<file path="src/rtl/pe_pkg.sv">
// Shared constants and bus types for the priority-evaluation window logic.
package pe_pkg;

  localparam int unsigned SCREEN_W = 240;
  localparam int unsigned SCREEN_H = 160;
  localparam int unsigned LINE_MAX = 227;
  localparam int unsigned COORD_W  = 8;

  // Window bound register layout: lo in [15:8] (inclusive), hi in [7:0] (exclusive).
  typedef struct packed {
    logic [COORD_W-1:0] lo;
    logic [COORD_W-1:0] hi;
  } win_bounds_t;

endpackage

</file>
<file path="src/rtl/pe_window_range.sv">
// Single-axis window membership test with wrap-around and empty-window handling.
module pe_window_range
  import pe_pkg::*;
(
  input  logic [COORD_W-1:0] c,
  input  win_bounds_t        bounds,
  output logic               hit_c
);

  always_comb begin
    hit_c = 1'b0;
    if (bounds.lo < bounds.hi) begin
      hit_c = (c >= bounds.lo) && (c < bounds.hi);
    end else if (bounds.lo > bounds.hi) begin
      hit_c = (c >= bounds.lo) || (c < bounds.hi);
    end
  end

endmodule

</file>
<file path="src/rtl/pe_window_detector.sv">
// Per-pixel WIN0/WIN1/obj hit generator: per-line bound shadows, x counter,
// vertical flags and a one-cycle output register.
module pe_window_detector #(
  parameter int unsigned SCREEN_W = pe_pkg::SCREEN_W,
  parameter int unsigned LINE_MAX = pe_pkg::LINE_MAX
) (
  input  logic        clock,
  input  logic        reset_n,
  input  logic        line_start,
  input  logic [7:0]  vcount,
  input  logic        pixel_valid,
  input  logic        obj_win_in,
  input  logic [15:0] WIN0H,
  input  logic [15:0] WIN1H,
  input  logic [15:0] WIN0V,
  input  logic [15:0] WIN1V,
  output logic        out_valid,
  output logic [7:0]  out_x,
  output logic        WIN0,
  output logic        WIN1,
  output logic        obj,
  output logic        overrun
);

  import pe_pkg::*;

  localparam logic [COORD_W-1:0] X_LAST    = COORD_W'(SCREEN_W - 1);
  localparam logic [COORD_W-1:0] LINE_LAST = COORD_W'(LINE_MAX);

  // Vertical bounds only matter at line_start, so the latched v flags are
  // their per-line shadow; horizontal bounds are shadowed explicitly.
  win_bounds_t        h0_shadow;
  win_bounds_t        h1_shadow;
  logic               v0;
  logic               v1;
  logic [COORD_W-1:0] x;
  logic               line_done;

  logic h0_hit_c;
  logic h1_hit_c;
  logic v0_hit_c;
  logic v1_hit_c;
  logic line_ok_c;
  logic accept_c;
  logic emit_c;

  pe_window_range u_h0 (.c(x),      .bounds(h0_shadow),           .hit_c(h0_hit_c));
  pe_window_range u_h1 (.c(x),      .bounds(h1_shadow),           .hit_c(h1_hit_c));
  pe_window_range u_v0 (.c(vcount), .bounds(win_bounds_t'(WIN0V)), .hit_c(v0_hit_c));
  pe_window_range u_v1 (.c(vcount), .bounds(win_bounds_t'(WIN1V)), .hit_c(v1_hit_c));

  // Out-of-range line numbers never open a vertical window.
  assign line_ok_c = (vcount <= LINE_LAST);
  assign accept_c  = pixel_valid & ~line_start;
  assign emit_c    = accept_c & ~line_done;

  always_ff @(posedge clock) begin
    if (!reset_n) begin
      h0_shadow <= '0;
      h1_shadow <= '0;
      v0        <= 1'b0;
      v1        <= 1'b0;
      x         <= '0;
      line_done <= 1'b0;
      out_valid <= 1'b0;
      out_x     <= '0;
      WIN0      <= 1'b0;
      WIN1      <= 1'b0;
      obj       <= 1'b0;
      overrun   <= 1'b0;
    end else begin
      out_valid <= emit_c;
      if (line_start) begin
        h0_shadow <= win_bounds_t'(WIN0H);
        h1_shadow <= win_bounds_t'(WIN1H);
        v0        <= v0_hit_c & line_ok_c;
        v1        <= v1_hit_c & line_ok_c;
        x         <= '0;
        line_done <= 1'b0;
        overrun   <= 1'b0;
      end else if (pixel_valid) begin
        if (line_done) begin
          overrun <= 1'b1;
        end else if (x == X_LAST) begin
          line_done <= 1'b1;
        end else begin
          x <= x + COORD_W'(1);
        end
      end
      // Result fields hold between accepted strobes.
      if (emit_c) begin
        out_x <= x;
        WIN0  <= h0_hit_c & v0;
        WIN1  <= h1_hit_c & v1;
        obj   <= obj_win_in;
      end
    end
  end

endmodule

</file>
<file path="config.mk">
export PLATFORM = sky130hd
export DESIGN_NAME = pe_window_detector
export DESIGN_NICKNAME = d
export VERILOG_FILES = /design/src/rtl/pe_pkg.sv /design/src/rtl/pe_window_range.sv /design/src/rtl/pe_window_detector.sv
export SDC_FILE = /design/constraint.sdc
export NUM_CORES = 1
export LEC_CHECK = 0
export CORE_AREA = 2 2 95 97
export DETAILED_ROUTE_END_ITERATION = 8
export DIE_AREA = 0 0 97 99
export GPL_TIMING_DRIVEN = 0
export PLACE_DENSITY = 0.79
export SLEW_MARGIN = 20
export SYNTH_ARGS = -nofsm -noshare
export SYNTH_HDL_FRONTEND = slang
export SYNTH_SLANG_ARGS = --single-unit
</file>
<file path="constraint.sdc">
create_clock -name clock -period 2.2 [get_ports clock]
set_clock_uncertainty 0.15 [all_clocks]
set_input_delay 0.44 -clock clock [delete_from_list [all_inputs] [get_ports clock]]
set_output_delay 0.44 -clock clock [all_outputs]
set_load 0.03 [all_outputs]
</file>
# Yosys cells after proc, flatten, opt, wreduce, memory -nomap -nowiden
# Cells that the tools add are included.
op_classes:
  magnitude_cmp: 17
  reduce_logical: 11
  bitwise: 10
  add_sub_neg: 1
  n_mux: 10
  n_eq_ne: 1
ops:
  columns: ["op", "n"]
  rows:
  - ["less-than comparator 8 bit", 8]
  - ["greater-or-equal comparator 8 bit", 4]
  - ["greater-than comparator 8 bit", 4]
  - ["two-way mux 1 bit", 10]
  - ["adder 8 x 1 -> 8 bit, second input constant", 1]
  - ["equality test 8 bit, second input constant", 1]
  - ["<= comparator 8 bit, second input constant", 1]
  - ["bitwise AND 1 bit", 6]
  - ["logical AND 1 bit", 4]
  - ["logical OR 1 bit", 4]
  - ["NOT 1 bit", 4]
  - ["AND reduction 3 bit", 1]
  - ["AND reduction 2 bit", 1]
  - ["OR reduction 2 bit", 1]
totals:
  out_inout_bits: 13
  word_cells: 64
  input_bits: 77
  register_bits: 56

# Depth between registers and ports, before layout
# Gate-level depths: netlist of run 1.
logic_depth:
  ltp_word: 5
  mapped_depth: 8

# Hierarchy
# Synthesis of run 1 repeated with hierarchy kept, for this count alone.
hier_totals:
  cells_unflattened: 510
  hier_area_um2: 4364.2
modules_own_cells:
  columns: ["module", "area_per_inst_um2", "cells_per_inst", "seq_area_each_um2", "instances"]
  rows:
  - ["pe_window_detector", 2182.1, 218, 1121.1, 1]
  - ["pe_window_range", 545.5, 73, 0.0, 4]

# Least setup slack after synthesis of run 1
# No wires, ideal clock.
synth_timing:
  path_type: "in2reg"
  from: "in WIN1V[1]"
  to: "reg v1"
  required_time_ps: 1976
  path_slack_ps: 220
  setup_ps: 74
  n_path_buf: 0
  path_stages: 8
  arrival_time_ps: 1756
  cell_sequence: "inv_1 > ha_1 > nor2b_1 > o211ai_1 > a21oi_1 > a211o_1 > o32a_1 > o21ai_0"
synth_via:
  elab_chain_cells: 5
synth_rtl:
  columns: ["item", "line_no", "source"]
  rows:
  - ["start, declared", "pe_window_detector.sv:16", "input logic [15:0] WIN1V,"]
  - ["less-than comparator 8 bit", "pe_window_range.sv:13, pe_window_range.sv:15", null]
  - ["logical OR 1 bit", "pe_window_range.sv:15", "hit_c = (c >= bounds.lo) || (c < bounds.hi);"]
  - ["two-way mux 1 bit", "pe_window_range.sv:14", "end else if (bounds.lo > bounds.hi) begin"]
  - ["two-way mux 1 bit (*)", "pe_window_range.sv:12", "if (bounds.lo < bounds.hi) begin"]
  - ["bitwise AND 1 bit (*)", "pe_window_detector.sv:77", "v1 <= v1_hit_c & line_ok_c;"]
  - ["end signal, assigned", "pe_window_detector.sv:77", null]
  - ["end, declared", "pe_window_detector.sv:35", "logic v1;"]
# Every way passes the cells marked *; elsewhere a longest branch is shown, timed or not.
# A chain may end at the register's enable or synchronous reset.

# Worst setup path in the final report of run 1
layout_timing:
  from: "in vcount[7]"
  to: "reg v1"
layout_via:
  elab_chain_cells: 5
layout_rtl:
  columns: ["item", "line_no", "source"]
  rows:
  - ["start, declared", "pe_window_detector.sv:10", "input logic [7:0] vcount,"]
  - ["greater-or-equal comparator 8 bit or less-than comparator 8 bit (tied branches)", "pe_window_range.sv:13, pe_window_range.sv:15", null]
  - ["logical OR 1 bit", "pe_window_range.sv:15", null]
  - ["two-way mux 1 bit", "pe_window_range.sv:14", null]
  - ["two-way mux 1 bit", "pe_window_range.sv:12", null]
  - ["bitwise AND 1 bit (*)", "pe_window_detector.sv:77", null]
# Marks and branches as above.

==> summary.md, run 1 <==
| Metric | Value |
|---|---|
| Fraction of power consumed by combinational cells | 29.5% |
| Skew-Pair Late Insertion Delay | 0.31 ns |
| Post-layout total power | 2.36 mW |
| Worst setup slack after placement | -0.417 ns |
| Number of instances in the synthesized netlist | 502 |
| Total CTS buffers | 5 |
| H-tree depth | 2 |
| EDFF count, synth | 0 |
| CP startpoint | vcount[7] |
| Cell Pwr Density | 423 nW/um^2 |
| Seq cells post-synth | 56 |
| First-pass GRT wire length | 17,500 microns |
| Routed WL | 10,400 microns |
| Worst Path Required | 2.29 ns |
| Clk sink count | 56 |
| Top FF cell, synth | sky130_fd_sc_hd__dfxtp_1 |
| Post-layout net count | 767 |
| Nature of the critical path endpoint | flip-flop |
| Sequential cell area fraction in the yosys report | 25.8% |
| Leakage power figure | 2.57 nW |
| Net switching power | 687 uW |
| Largest fanout on the critical path | 5 |
| TritonCTS clock tree | built |
| I/O pin count | 90 |
| Source of the worst hold timing path | overrun |
| Root Buffer | sky130_fd_sc_hd__clkbuf_8 |
| Mean Syn Cell Area | 8.67 sq um |
| Number of violations reported at the end of detailed-routing iteration 0 | 111 |
| Tightest hold margin | 0.341 ns |
| Number of pins with negative max-slew slack in the final report | 0 |
| Final design utilization | 65.4% |
| FF-to-FF Start | x[6] |
| Instance area at placement | 5360 sq um |
| Area of the core | 8550 sq um |
| Vias | 3,817 |
| Crit path setup slack, layout | 0.0909 ns |
| Syn-to-layout area delta | 28.5% |
| Final-report hold violation count | 0 |
| Chip Width | 97 microns |
| Share of flip-flops with an asynchronous set or reset after synthesis | 0% |
| Buffers from clock root to sink, at most | 2 |
| Switching fraction of total power | 29.1% |
| DR vias/cell | 5.41 |
| Count of maximum capacitance violations | 0 |
| Internal power summed over all cells | 1.68 mW |
| Shortest clock period the worst path allows after layout | 2.11 ns |
| Critical path class | in2reg |
| Clock transition at path regs | 0.10 ns |
| Fraction of layout cells with a size suffix above 1 | 6.35% |
| Total of buffers placed on input and output ports | 87 |
| Worst-margin pin slew | 0.710 ns |
| Max_slew headroom | 52.7% |
| Count of inserted antenna diode cells | 0 |
| Portion of the clock cycle consumed by the worst path in the final layout | 95.9% |
| Vertical extent of the die | 99 microns |
| Starting density of the core | 50.9% |
| Number of distinct library cells after synthesis | 41 |
| GRT overflow | 0 |
| Non-filler cells in the finished layout | 706 |
| Dpl cells | 697 |
| Synthesized cell area | 4350 sq um |
| RD Place Congestion | 0.882 |
| Final total negative setup slack | 0 ns |
| Die Outline Area | 9600 sq um |
| Largest net degree at the start of global routing | 16 |
| Part of the power in the clock network | 24.5% |
| Synth warnings | 0 |
| Biggest area contributors in the synthesized netlist | sky130_fd_sc_hd__ha_1 (27%), sky130_fd_sc_hd__dfxtp_1 (26%), sky130_fd_sc_hd__mux2i_1 (9.7%) |
| Worst-case vdd ir drop | 0.000279 V |
| Routed wire length per instance | 14.7 microns |
| First-pass iteration count of the detailed router | 4 |
| Number of antenna violations at the first check in global routing | 0 |
| Vias in the first global route | 3,841 |
| Class of the most critical hold timing path | reg2reg |
| Number of nets in the synthesized netlist | 672 |
| Sequential cell fraction of total power | 46.1% |
| Post-detail-place hpwl | 8430 microns |
| Post-route standard cell area excluding fillers | 5590 sq um |
| Maximum clock frequency | 0.474 GHz |
| Area share of the largest cell type after synthesis | 26.7% |
| GRT Total Usage | 21.6% |
| Final number of setup-violating endpoints | 0 |
| Detailed-route DRC error count | 0 |
| Critical path startpoint category | input port |
| ANT nets after route | 0 |
| Library cell occupying the most area in the post-synthesis netlist | sky130_fd_sc_hd__ha_1 |
| Number of placement rows | 34 |
| Arrival time at the worst endpoint | 2.20 ns |
| Outcome | completed |
==> Yosys cell counts (8+ instances only) <==
library cell	count
sky130_fd_sc_hd__nor3_1	8
sky130_fd_sc_hd__ha_1	93
sky130_fd_sc_hd__nor2_1	28
sky130_fd_sc_hd__nand4_1	10
sky130_fd_sc_hd__nand2_1	24
sky130_fd_sc_hd__a21oi_1	35
sky130_fd_sc_hd__dfxtp_1	56
sky130_fd_sc_hd__inv_1	67
sky130_fd_sc_hd__o21ai_0	25
sky130_fd_sc_hd__nor2b_1	43
sky130_fd_sc_hd__mux2i_1	42
==> worst max-delay path, cell delays in order <==
cell                              delay, ns
sky130_fd_sc_hd__clkdlybuf4s50_1       0.54
sky130_fd_sc_hd__ha_1                  0.36
sky130_fd_sc_hd__nand2_1               0.07
sky130_fd_sc_hd__nor3_1                0.31
sky130_fd_sc_hd__a21oi_2               0.11
sky130_fd_sc_hd__o32a_1                0.28
sky130_fd_sc_hd__o21ai_1               0.08
==> sequential cells by signal, indices dropped and copies added, names as in the netlist <==
| register | count |
|---|---|
| v0 | 1 |
| h0_shadow | 16 |
| x | 8 |
| h1_shadow | 16 |
| line_done | 1 |
| obj | 1 |
| out_valid | 1 |
| overrun | 1 |
| WIN1 | 1 |
| v1 | 1 |
| out_x | 8 |
| WIN0 | 1 |
==> what timing repair did <==
item,in CTS,in global routing
gates cloned,0,0
pin swaps,7,11
setup buffers,1,0
endpoints found under the setup margin,2,7
hold buffers,0,0
gates resized for setup,5,33
==> layout make-up <==
type	count	area, sq um
buffer	11	56.3
clock buffer	8	90.1
fill	728	2960
inverter	67	251
multi-input combinational	368	3040
sequential	56	1130
tap	108	135
timing repair buffer	88	895
==> placed cells by master, fill, tap and decap left out, types with 2 or more instances in the layout <==
cell type / n
sky130_fd_sc_hd__dfxtp_1: 51
sky130_fd_sc_hd__inv_2: 2
sky130_fd_sc_hd__dfxtp_2: 4
sky130_fd_sc_hd__xor2_1: 5
sky130_fd_sc_hd__xnor2_1: 2
sky130_fd_sc_hd__nand2_1: 23
sky130_fd_sc_hd__a211o_1: 3
sky130_fd_sc_hd__o21ai_0: 21
sky130_fd_sc_hd__nor2_1: 28
sky130_fd_sc_hd__nand4_1: 10
sky130_fd_sc_hd__and4_1: 2
sky130_fd_sc_hd__dlygate4sd2_1: 3
sky130_fd_sc_hd__a21oi_1: 31
sky130_fd_sc_hd__buf_2: 3
sky130_fd_sc_hd__clkbuf_8: 6
sky130_fd_sc_hd__nor3_1: 8
sky130_fd_sc_hd__nand3_1: 4
sky130_fd_sc_hd__buf_4: 2
sky130_fd_sc_hd__o21ai_1: 4
sky130_fd_sc_hd__ha_1: 87
sky130_fd_sc_hd__inv_1: 65
sky130_fd_sc_hd__nand2b_1: 3
sky130_fd_sc_hd__a211oi_2: 4
sky130_fd_sc_hd__o32a_1: 2
sky130_fd_sc_hd__o31a_1: 2
sky130_fd_sc_hd__o21a_1: 3
sky130_fd_sc_hd__mux2i_1: 42
sky130_fd_sc_hd__clkdlybuf4s50_1: 76
sky130_fd_sc_hd__a21oi_2: 4
sky130_fd_sc_hd__dlymetal6s2s_1: 8
sky130_fd_sc_hd__o211ai_1: 5
sky130_fd_sc_hd__maj3_1: 2
sky130_fd_sc_hd__a21o_1: 5
sky130_fd_sc_hd__clkbuf_1: 7
sky130_fd_sc_hd__nor3b_1: 2
sky130_fd_sc_hd__or3_1: 5
sky130_fd_sc_hd__ha_4: 6
sky130_fd_sc_hd__nor2b_1: 43
==> path summary, 6_finish.rpt <==
kind / depth (start not counted) / end / slack [ns]
setup / recovery: 7 / v1 / 0.09
hold / removal: 2 / overrun / 0.34
setup reg to reg: 7 / WIN1 / 0.18
hold reg to reg: 2 / overrun / 0.34
==> routing by layer <==
metal	routed length [microns]	global-route usage [%]
met2	5320	40.4
met4	150	6.50
met5	0	0
met3	458	3.62
met1	4450	25.2
==> kinds of logic after synthesis <==
group / share of synthesized area, %
XOR/XNOR: 1.41
flip-flops: 25.8
adder cells (fa/ha/maj): 27.2
AO/OA/AOI/OAI: 12.3
multiplexers: 9.66
buffers and inverters: 7.07
AND/OR/NAND/NOR: 16.6
==> power by group through the flow <==
stage	registers (mW)	logic (mW)	clock network (mW)
2_1_floorplan	1.11	0.394	0
5_1_grt	1.10	0.784	0.632
6_report	1.09	0.696	0.578
3_5_place_dp	1.11	0.661	0
4_1_cts	1.09	0.668	0.596
3_3_place_gp	1.11	0.629	0
No activity file was read; power rests on OpenSTA's default activity.
==> run 2: changes to the inputs <==
- SLEW_MARGIN: 20 -> unset
==> results of run 2 <==
Same layout as run 1: the final DEF is identical, and so are final timing and power.
